==> src/rtl/stdp_train_pkg.sv <==
// Shared types and default constants for the STDP training supervisor.
package stdp_train_pkg;

  typedef enum logic [1:0] {
    IDLE = 2'd0,
    RUN  = 2'd1,
    STOP = 2'd2
  } state_t;

  localparam int TERM_ADDR_DEF = 143;
  localparam int CNT_W_DEF     = 4;

endpackage

==> src/rtl/sweep_counter.sv <==
// One training channel: terminal-address match, rising-edge detect and a saturating sweep counter.
module sweep_counter #(
  parameter int ADR_W     = 8,
  parameter int CNT_W     = 4,
  parameter int TERM_ADDR = 143
) (
  input  logic             CLK,
  input  logic             RST_N,
  input  logic [ADR_W-1:0] addr,
  input  logic             clear,
  input  logic             count_en,
  output logic             hit_edge,
  output logic [CNT_W-1:0] cnt
);

  logic hit;
  logic prev;

  assign hit      = (addr == ADR_W'(TERM_ADDR));
  assign hit_edge = hit & ~prev;

  // prev tracks the match in every state so an address parked at the terminal value never counts twice
  always_ff @(posedge CLK) begin
    if (!RST_N) begin
      prev <= 1'b0;
      cnt  <= '0;
    end else begin
      prev <= hit;
      if (clear)
        cnt <= '0;
      else if (count_en && hit_edge && (cnt != '1))
        cnt <= cnt + 1'b1;
    end
  end

endmodule

==> src/rtl/stdp_train_supervisor.sv <==
// Early-stop supervisor for the SNN training array: counts ADDR sweeps per channel and drops EN_STDP/EN_Pulse at the limit.
// Optional RUN-state timeout is built when TRAIN_TIMEOUT_EN is defined.
module stdp_train_supervisor
  import stdp_train_pkg::*;
#(
  parameter int CH_NUM      = 6,
  parameter int ADR_W       = 8,
  parameter int TERM_ADDR   = TERM_ADDR_DEF,
  parameter int CNT_W       = CNT_W_DEF,
  parameter int TIMEOUT_CYC = 100000
) (
  input  logic                    CLK,
  input  logic                    RST_N,
  input  logic                    BTN,
  input  logic [CH_NUM-1:0]       SEL_CH,
  input  logic                    MODE,
  input  logic [CNT_W-1:0]        LIMIT,
  input  logic [CH_NUM*ADR_W-1:0] ADDR_FLAT,
  output logic                    EN_STDP,
  output logic                    EN_Pulse,
  output logic                    BUSY,
  output logic                    DONE,
  output logic [CH_NUM-1:0]       DONE_CH,
  output logic                    TIMEOUT,
  output logic [CH_NUM*CNT_W-1:0] SWEEP_CNT
);

  localparam int CW1 = CNT_W + 1;

  state_t            state, state_nx;
  logic              btn_q;
  logic              btn_edge;
  logic              start;
  logic              run;
  logic              tmo;
  logic [CH_NUM-1:0] sel_q;
  logic              mode_q;
  logic [CNT_W-1:0]  limit_q;
  logic [CH_NUM-1:0] edge_v;
  logic [CH_NUM-1:0] qual;

  assign btn_edge = BTN & ~btn_q;
  assign run      = (state == RUN);
  assign start    = (state == IDLE) && btn_edge && (MODE || (|SEL_CH));

  for (genvar k = 0; k < CH_NUM; k++) begin : g_ch
    sweep_counter #(
      .ADR_W     (ADR_W),
      .CNT_W     (CNT_W),
      .TERM_ADDR (TERM_ADDR)
    ) u_cnt (
      .CLK      (CLK),
      .RST_N    (RST_N),
      .addr     (ADDR_FLAT[k*ADR_W +: ADR_W]),
      .clear    (start),
      .count_en (run),
      .hit_edge (edge_v[k]),
      .cnt      (SWEEP_CNT[k*CNT_W +: CNT_W])
    );

    // widened by one bit so a saturated counter can never wrap into a false match
    assign qual[k] = run && edge_v[k] && (mode_q || sel_q[k]) &&
                     ((CW1'(SWEEP_CNT[k*CNT_W +: CNT_W]) + CW1'(1)) == CW1'(limit_q));
  end

`ifdef TRAIN_TIMEOUT_EN
  localparam int TW = $clog2(TIMEOUT_CYC + 1);
  logic [TW-1:0] run_cyc;

  always_ff @(posedge CLK) begin
    if (!RST_N)
      run_cyc <= '0;
    else if (start)
      run_cyc <= '0;
    else if (run)
      run_cyc <= run_cyc + 1'b1;
  end

  assign tmo = run && (run_cyc == TW'(TIMEOUT_CYC - 1));
`else
  assign tmo = 1'b0;
`endif

  always_ff @(posedge CLK) begin
    if (!RST_N)
      state <= IDLE;
    else
      state <= state_nx;
  end

  always_comb begin
    state_nx = state;
    case (state)
      IDLE:    if (start) state_nx = RUN;
      RUN:     if ((|qual) || tmo) state_nx = STOP;
      STOP:    state_nx = IDLE;
      default: state_nx = IDLE;
    endcase
  end

  // qual takes priority over timeout so a real finish is never reported as a timeout
  always_ff @(posedge CLK) begin
    if (!RST_N) begin
      btn_q   <= 1'b0;
      sel_q   <= '0;
      mode_q  <= 1'b0;
      limit_q <= '0;
      DONE_CH <= '0;
      TIMEOUT <= 1'b0;
    end else begin
      btn_q <= BTN;
      if (start) begin
        sel_q   <= SEL_CH;
        mode_q  <= MODE;
        limit_q <= (LIMIT == '0) ? CNT_W'(1) : LIMIT;
        DONE_CH <= '0;
        TIMEOUT <= 1'b0;
      end else if (run) begin
        if (|qual)
          DONE_CH <= qual;
        else if (tmo)
          TIMEOUT <= 1'b1;
      end
    end
  end

  assign EN_STDP  = run;
  assign EN_Pulse = run;
  assign BUSY     = run;
  assign DONE     = (state == STOP);

endmodule

==> config.mk <==
export PLATFORM = sky130hd
export DESIGN_NAME = stdp_train_supervisor
export DESIGN_NICKNAME = d
export VERILOG_FILES = /design/src/rtl/stdp_train_pkg.sv /design/src/rtl/sweep_counter.sv /design/src/rtl/stdp_train_supervisor.sv
export SDC_FILE = /design/constraint.sdc
export NUM_CORES = 1
export LEC_CHECK = 0
export ABC_AREA = 1
export BUFFER_PORTS_ARGS = -buffer_cell sky130_fd_sc_hd__buf_2
export CAP_MARGIN = 20
export CELL_PAD_IN_SITES_DETAIL_PLACEMENT = 1
export CELL_PAD_IN_SITES_GLOBAL_PLACEMENT = 1
export CORE_MARGIN = 2
export CORE_UTILIZATION = 37
export DETAILED_ROUTE_END_ITERATION = 7
export PLACE_DENSITY_LB_ADDON = 0.1
export SYNTH_ARGS = -nofsm -noshare
export SYNTH_HDL_FRONTEND = slang
export SYNTH_SLANG_ARGS = --single-unit
==> constraint.sdc <==
create_clock -name CLK -period 3.8 [get_ports CLK]
set_input_delay 0.57 -clock CLK [delete_from_list [all_inputs] [get_ports CLK]]
set_output_delay 0.57 -clock CLK [all_outputs]
set_load 0.02 [all_outputs]
==> out/metrics.yaml <==
synthesis:
  syn-mean-instance-area_sq_um: 6.74
  synthSimpleGateAreaFrac_pct: 40.1
  synthesis.nets: 493
  yosysSeqAreaShare_pct: 34.9
  synth_compound_area_share_pct: 12.0
  synth_seq_cells: 50
  muxShareOfSynthArea_pct: 0
  yosysTopAreaCell: "dfxtp_1"
  yosysUniqueCellTypes: 34
  netlist_top_cells_area: "dfxtp_1, nand2_1, nor2_1"
  syn_area_sq_um: 2870
  synth_top_area_share_pct: 34.9
  synthCells: 425
  synth_top_family_by_area: "simple AND/OR/NAND/NOR gates"
  synth_xor_area_share_pct: 2.14
  synth_fa_ha_area_share_pct: 2.62
  synth_warnings: 0
power:
  power_leakage_uw: 0.00168
  pwr-share-seq_pct: 51.1
  powerDensity_nw_per_um2: 308
  peakVddDrop_mv: 0.161
  p_switching_uw: 295
  combPwrFrac_pct: 12.8
  p_int_uw: 787
  clock_power_share_pct: 36.0
  sw_frac_of_total_pct: 27.2
placed_design:
  post-place-ws_ns: 1.58
  gp_congestion: 0.852
  dp_hpwl_um: 6550
  io_buffer_count: 95
  placed_area_sq_um: 3400
final_layout:
  final_cell_area_sq_um: 3510
  final_layout_size_suffix_gt1_share_pct: 24.0
  mostFrequentLayoutCells: "nand2_1, buf_2, nor2_1"
  utilization_pct: 46.2
  diodes: 0
  area_delta_synth_final_pct: 22.7
  fillers: 1043
  final_nets: 584
  final_common_cell: "nand2_1"
global_route:
  grtUsageTotal_pct: 20.8
  grt_first_pass_wirelength_um: 14200
  grt_pass1_vias: 3037
  antenna_found_initial: 0
  grt_start_max_net_pins: 24
  overflow: 0
worst_setup_path:
  reg2reg_from: "state[1]"
  path_buf_inv: 2
  r2r_slack_ns: 1.72
  path_max_fanout: 23
  cp-start-kind: "flip-flop"
  cpMostUsedCell: "nand2_2"
  reg2reg_depth: 7
  cp_slowest_cell: "nand2_2"
  cpPeakStageDelay_ns: 0.46
  rr_endpoint: "sel_q[5]"
  critical_path_class: "flip-flop to flip-flop"
  cp.arrival_ns: 2.29
  setup.worst_path.end_class: "flip-flop"
  required_ns: 4.01
  path_cells: "inv_1, nand2_1, nor3b_2, nand2_2, nand2_2, inv_2, a32o_1"
  critical-path-top-delay-family: "simple AND/OR/NAND/NOR gates"
die:
  core_sq_um: 7610
  die_x_um: 92
  start_util_pct: 37.7
  die_y_um: 92
  die_area_sq_um: 8460
  num_rows: 32
  ios: 97
detailed_routing:
  first_pass_iters: 4
  post-route-drc-count: 0
  wl_per_cell_um: 13.8
  drt_iter0_drc: 59
  via_per_inst: 4.98
  vias: 3085
  drt_wl_total_um: 8530
  ant_nets: 0
sta:
  rsz0062_at_grt: "false"
  max_slew_margin_pct: 64.7
  setup_tns_ns: 0
  fin_crit_ns: 2.08
  worstMarginPinSlew_ns: 0.528
  final_critical_path_setup_slack_ns: 1.72
  setup_viol: 0
  hold_viol_final: 0
  slew_viol_final: 0
  period_share_pct: 54.6
  clock_skew_ns: 0.00627
  max_freq_mhz: 482
status:
  status: "complete, no violations"
clock_tree:
  cts-hold-fix-buffers: 0
  htreeDepth: 2
  clk_path_buf_depth: 2
  cts_tree: "done"
  cts_resized: 0
  cts.clk_slew.worst_paths_ns: 0.10
  cts_buffers: 5
  clkLatencyLatePin_ns: 0.31
  post-cts-setup-buffer-count: 0
  cts.sinks: 50
  clockRootBuffer: "clkbuf_8"
worst_hold_path:
  hold_path_class: "primary input to flip-flop"
  holdPathStages: 3
  worstHoldStart: "BTN"
  worstHoldEndpoint: "btn_q"
flow_run:
  cap_violations: 0
power groups by stage:
stage | Clock (uW) | Sequential, uW | Combinational [uW]
CTS | 404 | 553 | 141
finish | 390 | 553 | 139
global route | 419 | 555 | 159
floorplan | 0 | 554 | 91.4
global placement | 0 | 565 | 137
detailed placement | 0 | 566 | 141
metrics by stage:
stage          std cells  total power [uW]  hold slack (ns)
6_report             619              1080            0.452
5_1_grt              619              1130            0.476
4_1_cts              619              1100            0.454
3_5_place_dp         611               707            0.462
3_3_place_gp         611               702            0.462
2_1_floorplan        425               646            0.443
cells in the mapped netlist:
master,instances
a32o_1,2
a21oi_1,27
nand4_1,9
a21boi_1,2
nand2_4,1
buf_1,1
nand3b_2,1
nor4_1,1
inv_2,4
ha_1,6
conb_1,1
xnor2_1,5
o21ai_0,18
nand2_2,4
o21a_1,4
buf_2,1
nor2_1,68
clkbuf_2,2
buf_4,6
a211oi_1,7
nand3_2,2
nor2_2,1
nand3b_1,3
nand3_1,45
inv_4,1
xor2_1,2
nor3_1,8
nor2_8,3
inv_1,38
nand2_1,97
nor2_4,3
nor3b_2,1
dfxtp_1,50
clkbuf_1,1
state kept, by name, indices dropped and copies added, names as in the netlist:
signal,cells
btn_q,1
limit_q,4
sel_q,6
g_ch.u_cnt.prev,6
g_ch.u_cnt.cnt,24
DONE_CH,6
state,2
mode_q,1
cell families after synthesis:
group / after synthesis
flip-flops: 50
XOR/XNOR: 7
AND/OR/NAND/NOR: 247
adder cells (fa/ha/maj): 6
buffers and inverters: 54
other: 1
AO/OA/AOI/OAI: 60
routing by layer:
layer,share of wire [%],GRT usage (%)
met1,45,26.0
met2,50,38.1
met3,4.5,2.96
met4,0.79,4.35
met5,0,0
worst register-to-register path: cells and delay by family, from the launching register on:
kind	cells	cell delay, ns
and+or+nand+nor	4	1.03
DFF	1	0.38
buffers and inverters	2	0.33
AOI/OAI and AO/OA	1	0.25
how the worst max path moves through the flow:
| stage | cells after the start | end | start |
|---|---|---|---|
| floorplan | 12 | DONE_CH[0] | g_ch[5].u_cnt.cnt[0] |
| detailed placement | 8 | g_ch[3].u_cnt.cnt[3] | SEL_CH[2] |
| CTS | 7 | sel_q[5] | state[1] |
| global route | 7 | sel_q[5] | state[1] |
| finish | 7 | sel_q[5] | state[1] |
| global placement | 6 | sel_q[5] | BTN |
final cells by class:
class,count,area [sq um],area share (%)
Tap cell,102,128,3.63
Inverter,43,164,4.66
Multi-Input combinational cell,321,1630,46.5
Timing Repair Buffer,95,475,13.5
Clock inverter,3,45.0,1.28
Clock buffer,5,68.8,1.96
Sequential cell,50,1000,28.5
Power figures use the tool's default switching activity.
